**src/rtl/fft_mag_sq_feeder_pkg.sv**
```systemverilog
// Shared spectrum-analyzer types: component widths and the magnitude FIFO entry.
// No logic; widths here must match the square-root unit operand width.
// DW is the unsigned magnitude-squared width and the square-root operand width.
package fft_mag_sq_feeder_pkg;

  localparam int IW   = 16;
  localparam int IDXW = 10;
  localparam int DW   = 2 * IW;

  typedef struct packed {
    logic [DW-1:0]   mag;
    logic [IDXW-1:0] idx;
    logic            last;
  } entry_t;

endpackage

```
**src/rtl/fft_mag_sq_feeder_if.sv**
```systemverilog
// Bin stream in, square-root operand/tag/completion out.
// Pure wiring, no latency.
// Input side is valid/ready; square-root side is paced by sqrt_busy_i.
interface fft_mag_sq_feeder_if;
  import fft_mag_sq_feeder_pkg::*;

  logic signed [IW-1:0] s_re_i;
  logic signed [IW-1:0] s_im_i;
  logic [IDXW-1:0]      s_idx_i;
  logic                 s_last_i;
  logic                 s_valid_i;
  logic                 s_ready_o;
  logic [DW-1:0]        sqrt_din_o;
  logic                 sqrt_din_valid_o;
  logic                 sqrt_busy_i;
  logic [IDXW-1:0]      tag_idx_o;
  logic                 tag_last_o;
  logic                 done_o;

  // Producer of bins / consumer of results
  modport master (
    output s_re_i, s_im_i, s_idx_i, s_last_i, s_valid_i, sqrt_busy_i,
    input  s_ready_o, sqrt_din_o, sqrt_din_valid_o, tag_idx_o, tag_last_o, done_o
  );

  // The feeder itself
  modport slave (
    input  s_re_i, s_im_i, s_idx_i, s_last_i, s_valid_i, sqrt_busy_i,
    output s_ready_o, sqrt_din_o, sqrt_din_valid_o, tag_idx_o, tag_last_o, done_o
  );

endinterface

```
**src/rtl/fft_mag_sq_feeder_sync_fifo_fwft.sv**
```systemverilog
// Generic first-word-fall-through FIFO with occupancy output.
// Latency: write visible at head the cycle after the write edge.
// Writes when full are dropped (caller flags it); reads when empty are ignored.
module sync_fifo_fwft #(
  parameter int W     = 8,
  parameter int DEPTH = 8
) (
  input  logic                   clk,
  input  logic                   rst_n,
  input  logic                   i_clr,
  input  logic                   i_wr_vld,
  input  logic [W-1:0]           i_wr_dat,
  input  logic                   i_rd_rdy,
  output logic [W-1:0]           o_rd_dat,
  output logic                   o_empty,
  output logic                   o_full,
  output logic [$clog2(DEPTH):0] o_level
);
  localparam int AW = $clog2(DEPTH);
  localparam int LW = AW + 1;

  logic [W-1:0]  r_mem [DEPTH];
  logic [AW-1:0] r_wptr;
  logic [AW-1:0] r_rptr;
  logic [LW-1:0] r_level;
  logic          w_wr;
  logic          w_rd;

  assign o_empty  = (r_level == '0);
  assign o_full   = (r_level == LW'(DEPTH));
  assign w_wr     = i_wr_vld && !o_full && !i_clr;
  assign w_rd     = i_rd_rdy && !o_empty && !i_clr;
  assign o_rd_dat = r_mem[r_rptr];
  assign o_level  = r_level;

  // Storage array; contents need no reset since level gates every read
  always_ff @(posedge clk) begin
    if (w_wr) r_mem[r_wptr] <= i_wr_dat;
  end

  // Pointers wrap naturally at DEPTH (power of two); level tracks push/pop
  always_ff @(posedge clk or negedge rst_n) begin
    if (!rst_n) begin
      r_wptr  <= '0;
      r_rptr  <= '0;
      r_level <= '0;
    end else if (i_clr) begin
      r_wptr  <= '0;
      r_rptr  <= '0;
      r_level <= '0;
    end else begin
      if (w_wr) r_wptr <= r_wptr + 1'b1;
      if (w_rd) r_rptr <= r_rptr + 1'b1;
      case ({w_wr, w_rd})
        2'b10:   r_level <= r_level + LW'(1);
        2'b01:   r_level <= r_level - LW'(1);
        default: r_level <= r_level;
      endcase
    end
  end

endmodule

```
**src/rtl/fft_mag_sq_feeder.sv**
```systemverilog
// Computes re^2+im^2 per FFT bin and feeds it, tagged, to the iterative sqrt unit.
// Latency: 3 cycles input->FIFO, then one issue whenever the sqrt unit is idle.
// s_ready_o drops once FIFO level plus in-flight stages would exceed DEPTH-1; never stalls.
module fft_mag_sq_feeder
  import fft_mag_sq_feeder_pkg::*;
#(
  parameter int DEPTH = 8
) (
  input  logic                   clk,
  input  logic                   rst_n,
  fft_mag_sq_feeder_if.slave     bus,
  input  logic                   clr_i,
  output logic                   ovf_o,
  output logic [$clog2(DEPTH):0] level_o
);
  localparam int LW = $clog2(DEPTH) + 1;

  logic                 r_run;
  logic                 r_s1_vld;
  logic signed [IW-1:0] r_s1_re;
  logic signed [IW-1:0] r_s1_im;
  logic [IDXW-1:0]      r_s1_idx;
  logic                 r_s1_last;
  logic                 r_s2_vld;
  logic signed [DW-1:0] r_s2_rr;
  logic signed [DW-1:0] r_s2_ii;
  logic [IDXW-1:0]      r_s2_idx;
  logic                 r_s2_last;
  logic                 r_s3_vld;
  entry_t               r_s3;
  logic [DW-1:0]        r_din;
  logic                 r_din_vld;
  logic [IDXW-1:0]      r_tag_idx;
  logic                 r_tag_last;
  logic                 r_inflight;
  logic                 r_busy_q;
  logic                 r_done;
  logic                 r_ovf;

  entry_t               w_head;
  logic                 w_empty;
  logic                 w_full;
  logic [LW-1:0]        w_level;
  logic [LW-1:0]        w_occ;
  logic                 w_in_fire;
  logic                 w_fall;
  logic                 w_pop;

  // Counting the three pipeline stages against FIFO space means no write can ever hit a full FIFO
  assign w_occ         = w_level + LW'(r_s1_vld) + LW'(r_s2_vld) + LW'(r_s3_vld);
  assign bus.s_ready_o = r_run && !clr_i && (w_occ <= LW'(DEPTH - 1));
  assign w_in_fire     = bus.s_valid_i && bus.s_ready_o;

  // The fall cycle is reserved so the tags still name the finishing bin while done_o is high
  assign w_fall = r_inflight && r_busy_q && !bus.sqrt_busy_i;
  assign w_pop  = !w_empty && !bus.sqrt_busy_i && !r_din_vld && !clr_i && !w_fall;

  // Ready comes up one cycle after reset release
  always_ff @(posedge clk or negedge rst_n) begin
    if (!rst_n) r_run <= 1'b0;
    else        r_run <= 1'b1;
  end

  // Three-stage square-and-sum pipeline; clr_i drops everything in flight
  always_ff @(posedge clk or negedge rst_n) begin
    if (!rst_n) begin
      r_s1_vld  <= 1'b0;
      r_s1_re   <= '0;
      r_s1_im   <= '0;
      r_s1_idx  <= '0;
      r_s1_last <= 1'b0;
      r_s2_vld  <= 1'b0;
      r_s2_rr   <= '0;
      r_s2_ii   <= '0;
      r_s2_idx  <= '0;
      r_s2_last <= 1'b0;
      r_s3_vld  <= 1'b0;
      r_s3      <= '0;
    end else begin
      r_s1_vld <= w_in_fire && !clr_i;
      r_s2_vld <= r_s1_vld && !clr_i;
      r_s3_vld <= r_s2_vld && !clr_i;
      if (w_in_fire) begin
        r_s1_re   <= bus.s_re_i;
        r_s1_im   <= bus.s_im_i;
        r_s1_idx  <= bus.s_idx_i;
        r_s1_last <= bus.s_last_i;
      end
      if (r_s1_vld) begin
        r_s2_rr   <= DW'(r_s1_re) * DW'(r_s1_re);
        r_s2_ii   <= DW'(r_s1_im) * DW'(r_s1_im);
        r_s2_idx  <= r_s1_idx;
        r_s2_last <= r_s1_last;
      end
      if (r_s2_vld) begin
        // Both squares are non-negative and at most 2^(DW-2), so the sum fits in DW bits
        r_s3.mag  <= $unsigned(r_s2_rr) + $unsigned(r_s2_ii);
        r_s3.idx  <= r_s2_idx;
        r_s3.last <= r_s2_last;
      end
    end
  end

  sync_fifo_fwft #(
    .W     ($bits(entry_t)),
    .DEPTH (DEPTH)
  ) u_fifo (
    .clk      (clk),
    .rst_n    (rst_n),
    .i_clr    (clr_i),
    .i_wr_vld (r_s3_vld && !clr_i),
    .i_wr_dat (r_s3),
    .i_rd_rdy (w_pop),
    .o_rd_dat (w_head),
    .o_empty  (w_empty),
    .o_full   (w_full),
    .o_level  (w_level)
  );

  // Sticky overflow flag, cleared only by reset or flush
  always_ff @(posedge clk or negedge rst_n) begin
    if (!rst_n)                  r_ovf <= 1'b0;
    else if (clr_i)              r_ovf <= 1'b0;
    else if (r_s3_vld && w_full) r_ovf <= 1'b1;
  end

  // Issue register: one-cycle strobe, operand and tags hold until the next pop
  always_ff @(posedge clk or negedge rst_n) begin
    if (!rst_n) begin
      r_din_vld  <= 1'b0;
      r_din      <= '0;
      r_tag_idx  <= '0;
      r_tag_last <= 1'b0;
    end else begin
      r_din_vld <= w_pop;
      if (w_pop) begin
        r_din      <= w_head.mag;
        r_tag_idx  <= w_head.idx;
        r_tag_last <= w_head.last;
      end
    end
  end

  // Completion tracking: done_o follows a busy 1->0 edge of an operation we issued
  always_ff @(posedge clk or negedge rst_n) begin
    if (!rst_n) begin
      r_busy_q   <= 1'b0;
      r_inflight <= 1'b0;
      r_done     <= 1'b0;
    end else begin
      r_busy_q <= bus.sqrt_busy_i;
      r_done   <= w_fall && !clr_i;
      if (clr_i)       r_inflight <= 1'b0;
      else if (w_pop)  r_inflight <= 1'b1;
      else if (w_fall) r_inflight <= 1'b0;
    end
  end

  assign bus.sqrt_din_o       = r_din;
  assign bus.sqrt_din_valid_o = r_din_vld;
  assign bus.tag_idx_o        = r_tag_idx;
  assign bus.tag_last_o       = r_tag_last;
  assign bus.done_o           = r_done;
  assign ovf_o                = r_ovf;
  assign level_o              = w_level;

endmodule

```
**src/flat_wrapper.sv**
```systemverilog
// flat-port wrapper written by rule: the top's interface ports become plain ports
module fft_mag_sq_feeder_flat import fft_mag_sq_feeder_pkg::*;
#(
  parameter int DEPTH = 8
)
  (clk, rst_n, clr_i, ovf_o, level_o, bus_s_re_i, bus_s_im_i, bus_s_idx_i, bus_s_last_i, bus_s_valid_i, bus_sqrt_busy_i, bus_s_ready_o, bus_sqrt_din_o, bus_sqrt_din_valid_o, bus_tag_idx_o, bus_tag_last_o, bus_done_o);
  fft_mag_sq_feeder_if bus_i ();
  input  logic clk;
  input  logic rst_n;
  input  logic clr_i;
  output logic ovf_o;
  output logic [$clog2(DEPTH):0] level_o;
  input wire logic [$bits(bus_i.s_re_i)-1:0] bus_s_re_i;
  input wire logic [$bits(bus_i.s_im_i)-1:0] bus_s_im_i;
  input wire logic [$bits(bus_i.s_idx_i)-1:0] bus_s_idx_i;
  input wire logic [$bits(bus_i.s_last_i)-1:0] bus_s_last_i;
  input wire logic [$bits(bus_i.s_valid_i)-1:0] bus_s_valid_i;
  input wire logic [$bits(bus_i.sqrt_busy_i)-1:0] bus_sqrt_busy_i;
  output wire logic [$bits(bus_i.s_ready_o)-1:0] bus_s_ready_o;
  output wire logic [$bits(bus_i.sqrt_din_o)-1:0] bus_sqrt_din_o;
  output wire logic [$bits(bus_i.sqrt_din_valid_o)-1:0] bus_sqrt_din_valid_o;
  output wire logic [$bits(bus_i.tag_idx_o)-1:0] bus_tag_idx_o;
  output wire logic [$bits(bus_i.tag_last_o)-1:0] bus_tag_last_o;
  output wire logic [$bits(bus_i.done_o)-1:0] bus_done_o;
  assign bus_i.s_re_i = bus_s_re_i;
  assign bus_i.s_im_i = bus_s_im_i;
  assign bus_i.s_idx_i = bus_s_idx_i;
  assign bus_i.s_last_i = bus_s_last_i;
  assign bus_i.s_valid_i = bus_s_valid_i;
  assign bus_i.sqrt_busy_i = bus_sqrt_busy_i;
  assign bus_s_ready_o = bus_i.s_ready_o;
  assign bus_sqrt_din_o = bus_i.sqrt_din_o;
  assign bus_sqrt_din_valid_o = bus_i.sqrt_din_valid_o;
  assign bus_tag_idx_o = bus_i.tag_idx_o;
  assign bus_tag_last_o = bus_i.tag_last_o;
  assign bus_done_o = bus_i.done_o;
  fft_mag_sq_feeder #(.DEPTH(DEPTH)) u_core (.clk(clk), .rst_n(rst_n), .bus(bus_i), .clr_i(clr_i), .ovf_o(ovf_o), .level_o(level_o));
endmodule
```
**config.mk**
```make
export PLATFORM = sky130hd
export DESIGN_NAME = fft_mag_sq_feeder_flat
export DESIGN_NICKNAME = d
export VERILOG_FILES = /design/src/rtl/fft_mag_sq_feeder_pkg.sv /design/src/rtl/fft_mag_sq_feeder_if.sv /design/src/rtl/fft_mag_sq_feeder_sync_fifo_fwft.sv /design/src/rtl/fft_mag_sq_feeder.sv /design/src/flat_wrapper.sv
export SDC_FILE = /design/constraint.sdc
export NUM_CORES = 2
export LEC_CHECK = 0
export ABC_AREA = 1
export ABC_CLOCK_PERIOD_IN_PS = 7900
export CAP_MARGIN = 25
export CORE_AREA = 8 8 282 284
export DETAILED_ROUTE_END_ITERATION = 10
export DIE_AREA = 0 0 290 292
export PLACE_DENSITY = 0.83
export SLEW_MARGIN = 20
export SYNTH_ARGS = -nofsm -noshare
export SYNTH_HDL_FRONTEND = slang
export SYNTH_SLANG_ARGS = --single-unit
```
**constraint.sdc**
```tcl
create_clock -name clk -period 7.9 [get_ports clk]
set_clock_uncertainty 0.1 [all_clocks]
set_input_delay 1.58 -clock clk [delete_from_list [all_inputs] [get_ports clk]]
set_output_delay 1.58 -clock clk [all_outputs]
set_load 0.05 [all_outputs]
```
Word level (Yosys, flattened, before mapping)
Memories as Yosys holds them, arrays and structs flattened. A register that Yosys moved wholly into a read port is not among the register bits.
Cells that the tools add are included.

word-level totals
  flip-flop bits (word level) = 180
  bits in latches = 0
  memory bits (writable) = 344
  bits in read-only memories = 0
  output and inout bits = 51
  word-level logic and storage cells = 83
  memories kept = 1

cells by class
  $add $sub $neg = 8
  $mul = 2
  divide/modulo/power cells = 0
  magnitude comparators = 1
  eq/ne operators = 3
  shift-type cells = 0
  multiplexer cells = 13
  bitwise operators = 0
  reduce and logical (&&, ||, !) cells = 32

memories
  name                 words  width  read ports  clocked after memory_dff  wr ports  RTL line                                text
  u_core.u_fifo.r_mem  8      43     1           1                         1         fft_mag_sq_feeder_sync_fifo_fwft.sv:22  logic [W-1:0] r_mem [DEPTH];

operator list
  kind                 count
  $mul 16x16->32       2
  $add 32x32->32       1
  $logic_and 1x1->1    19
  $add 4x1->4          3
  $mux 3               4
  $pmux 4 s2           1
  $logic_not 1->1      7
  $mux 1               7
  $add 3x1->3 const B  2
  $reduce_bool 2->1    3
  $reduce_bool 3->1    2
  $add 4x1->4 const B  1
  $eq 4x4->1 const B   1
  $le 4x3->1 const B   1
  $logic_not 4->1      1
  $mux 4               1
  $sub 4x1->4 const B  1
  $eq 2x1->1 const B   1
  $eq 2x2->1 const B   1

Depth between registers and ports, before layout
  depth after elaboration = 11
  depth in mapped cells = 29
  mapped depth without buffers = 27

Cells and area by module
A second synthesis with hierarchy kept.

second synthesis, totals
  cells, all modules = 4,832
  area total of the unflattened synthesis = 43,494.2 um2

modules (own cells, without submodules)
  module             instances  cells each  area an instance (um2)
  fft_mag_sq_feeder  1          3,863       29,483.3
  sync_fifo_fwft     1          969         14,010.9

Worst setup path before layout
OpenSTA, ideal clock, no wires.

  kind = register to register
  from = register u_core.r_s1_im[1]
  to = register u_core.r_s2_ii[31]
  library setup time = 118 ps
  arrival time = 5,610 ps
  data required time = 7,682 ps
  path slack = 2,072 ps
  stages on the path, launching flop included = 25
  path through = dfrtp_1 clkbuf_1 buf_1 nand2_1 inv_1 fa_1 fa_1 fa_1 fa_1 fa_1 inv_1 fa_1 inv_1 ha_1 nand2_1 nor2_1 inv_1 nor2_1 inv_1 nor2_1 nand2_1 nand3_1 nand2_1 nand3_1 nand2_1

on the way
  longest elaborated chain between the ends = 1

ends and longest elaborated chain
  element                   RTL line                 text
  start: declaration        fft_mag_sq_feeder.sv:21  logic signed [IW-1:0] r_s1_im;
  start signal: assignment  fft_mag_sq_feeder.sv:85  r_s1_im <= bus.s_im_i;
  $mul 16x16->32            fft_mag_sq_feeder.sv:91  r_s2_ii <= DW'(r_s1_im) * DW'(r_s1_im);
  end signal: assignment    fft_mag_sq_feeder.sv:91
  end: declaration          fft_mag_sq_feeder.sv:26  logic signed [DW-1:0] r_s2_ii;

No other way between the ends.
A chain may end at the register's enable or synchronous reset.

Worst setup path in the final report
  from = register u_core.r_s1_re[15]
  to = register u_core.r_s2_rr[24]

on the way
  longest elaborated chain between the ends = 1

ends and longest elaborated chain
  element                   RTL line                 text
  start: declaration        fft_mag_sq_feeder.sv:20  logic signed [IW-1:0] r_s1_re;
  start signal: assignment  fft_mag_sq_feeder.sv:84  r_s1_re <= bus.s_re_i;
  $mul 16x16->32            fft_mag_sq_feeder.sv:90  r_s2_rr <= DW'(r_s1_re) * DW'(r_s1_re);
  end signal: assignment    fft_mag_sq_feeder.sv:90
  end: declaration          fft_mag_sq_feeder.sv:25  logic signed [DW-1:0] r_s2_rr;

No other way between the ends.

==> metrics.cfg <==
[global_route]
top_usage_layer=met2
globalRouteMet3Util=0.0286
use_met2=0.442
grt_use_met1=0.296
grt_overflow=0
antenna_found_initial=1
grt_pass1_vias=33600
grt_util_all_layers=0.243
grt_max_degree=138
grt_pass1_wl_um=169000

[setup_path]
required_ps=8310
r2r-start=u_core.r_s1_re[15]$_DFFE_PN0P_
cp-start-kind=flop
r2r_slack_ps=1420
criticalPathCategory=reg2reg
worstPathMaxFanout=26
crit_path_end_kind=flop
arrival_ps=6880
crit_start=u_core.r_s1_re[15]$_DFFE_PN0P_

[cts]
clockBufferDepth=3
cts_tree=yes
clock_sinks=565
postCtsHoldBufs=0
insertion_delay_ps=620
clk_pin_slew_worst_paths_ps=70
cts_buffers=56
cts_setup_buffers=0
cts-root-buf=clkbuf_16
htree_num_levels=2
cts_resized=0

[routing]
ant_nets=0
wl_per_cell_um=17.4
vias=32100
first_pass_iters=5
drt_wl_total_um=102000
drtIter0Drc=2480
remaining_drc_errors=0
viasPerCell=5.47

[timing]
maxSlewHeadroom=0.309
rsz0062_at_grt=no
fin_crit_ps=6480
hold_violations=0
drv_slew=0
setup_viol=0
fin_crit_sh=0.820
tightest_slew_ps=1040
setup-tns-final_ps=0
postLayoutSetupSlackWorst_ps=1420
fmax_ghz=0.154

[yosys]
synth-seq-cells=565
muxShareOfSynthArea=0.000261
synth_nets=5576
yosys_warnings=0
synth-simple-area-share=0.202
synth.avg_cell_area_um2=8.89
ys.flop_type=edfxtp_1
synth_seq_area_share=0.368
synth_compound_area_frac=0.0365
synth_top_family_by_area=adder cells
syn_area_mm2=0.0431
synthAdderAreaFrac=0.281
synth_cells=4843
ys_types=40
synth-edff-count=344
ys_async_sr_fraction=0.391
synth_xor_area_frac=0.0106

[die]
rows=101
die_h_um=292
die_area_mm2=0.0847
start_util=0.573
core_mm2=0.0752
die_x_um=290
num_io_pins=99

[run_status]
status=completed

[layout]
layout-drive-gt1-share=0.0333
antenna_cells=0
final_common_cell=nand2_1
fin_cells=5874
syn_to_final_growth_pct=8.53
fin_nets=5583
most-common-layout-cells=nand2_1 (1360), inv_1 (971), fa_1 (468)

[placement]
io_buffers=98
gp_congestion=0.933
dpl.cell_count=5770
hpwl_um=73300
dp_slack_ps=1490

[worst_hold_path]
hold_start=u_core.r_s1_idx[7]$_DFFE_PN0P_
hp-class=reg2reg

[flow_run]
drv_cap=0

==> worst paths after layout <==
check | to | cells after the start
setup / recovery | u_core.r_s2_rr[24]$_DFFE_PN0P_ | 22
hold / removal | u_core.r_s1_idx[7]$_DFFE_PN0P_ | 2
setup reg to reg | u_core.r_s2_rr[24]$_DFFE_PN0P_ | 22
hold reg to reg | u_core.r_s1_idx[7]$_DFFE_PN0P_ | 2
max in group asynchronous | u_core.r_s2_rr[24]$_DFFE_PN0P_ | 2
min in group asynchronous | u_core.bus.sqrt_din_o[13]$_DFFE_PN0P_ | 1
==> per-layer routing <==
metal / share of wire / wire (µm)
met1: 0.39 / 39500
met2: 0.51 / 52600
met3: 0.062 / 6400
met4: 0.039 / 3980
met5: 0.00012 / 12
==> kinds of logic (layout without fill, tap and decap cells) <==
family,count (synthesis),count (layout)
xor+xnor,52,52
simple gates,2107,2107
fa+ha+maj,685,685
buf+inv,1156,1209
other cells,1,1
mux,1,1
compound gates,276,276
flops,565,565
==> cell type report <==
cell class,instances,area (µm²)
Inverter,977,3670
Sequential cell,565,15900
Multi-Input combinational cell,3122,22900
Clock inverter,33,369
Timing Repair Buffer,128,1230
Tap cell,978,1220
Clock buffer,71,1510
Fill cell,5848,28400
==> Yosys cell counts, types with 4 or more instances <==
library cell	instances	area share
a21oi_1	88	0.010
o22ai_1	4	0.00058
edfxtp_1	344	0.24
inv_1	972	0.085
nand2_1	1360	0.12
o21bai_1	24	0.0042
xnor2_1	29	0.0059
buf_4	5	0.00087
a31oi_1	47	0.0068
a21o_1	6	0.0010
buf_2	11	0.0013
ha_1	217	0.063
buf_1	20	0.0017
o21ai_0	94	0.011
nor2_1	207	0.018
nand4_1	35	0.0051
nand3_1	448	0.052
nor3_1	27	0.0031
clkbuf_1	139	0.012
nand3b_1	13	0.0023
or2_2	12	0.0017
xor2_1	23	0.0047
a31o_2	4	0.00081
buf_6	4	0.0010
fa_1	468	0.22
dfrtp_1	221	0.13
==> per-stage QoR <==
stage                     hold slack [ps]  utilization  area [µm²]
final                                 382        0.622       46800
after global routing                  392        0.622       46800
after CTS                             381        0.622       46800
after detailed placement              366        0.597       44900
after global placement                358        0.597       44900
after floorplan                       342            -       43100
==> sequential cells by signal (all words and copies together) (netlist names), 4 cells and up <==
signal	flops
u_core.r_s1_im	16
u_core.u_fifo.o_level	4
u_core.bus.sqrt_din_o	32
u_core.r_s1_idx	10
u_core.r_s2_ii	31
u_core.bus.tag_idx_o	10
u_core.r_s2_idx	10
u_core.r_s1_re	16
u_core.u_fifo.r_mem	344
u_core.r_s2_rr	31
u_core.r_s3	43
==> critical path, stage by stage (launching register included) <==
cell and delay, ps:
dfrtp_1 900, nand2_1 220, inv_1 130, fa_1 560
fa_1 720, inv_1 200, fa_1 520, inv_1 50
fa_1 510, fa_1 510, inv_1 50, fa_1 470
inv_1 40, ha_1 350, nand2_1 130, nor2_1 240
inv_1 70, nor2_1 150, nand4_1 140, nand3_1 110
nand2_1 50, nand3_1 70, nand2_1 60
Power is not shown: default switching activity piles up to over one toggle a cycle in this logic, so the estimate is an artifact.
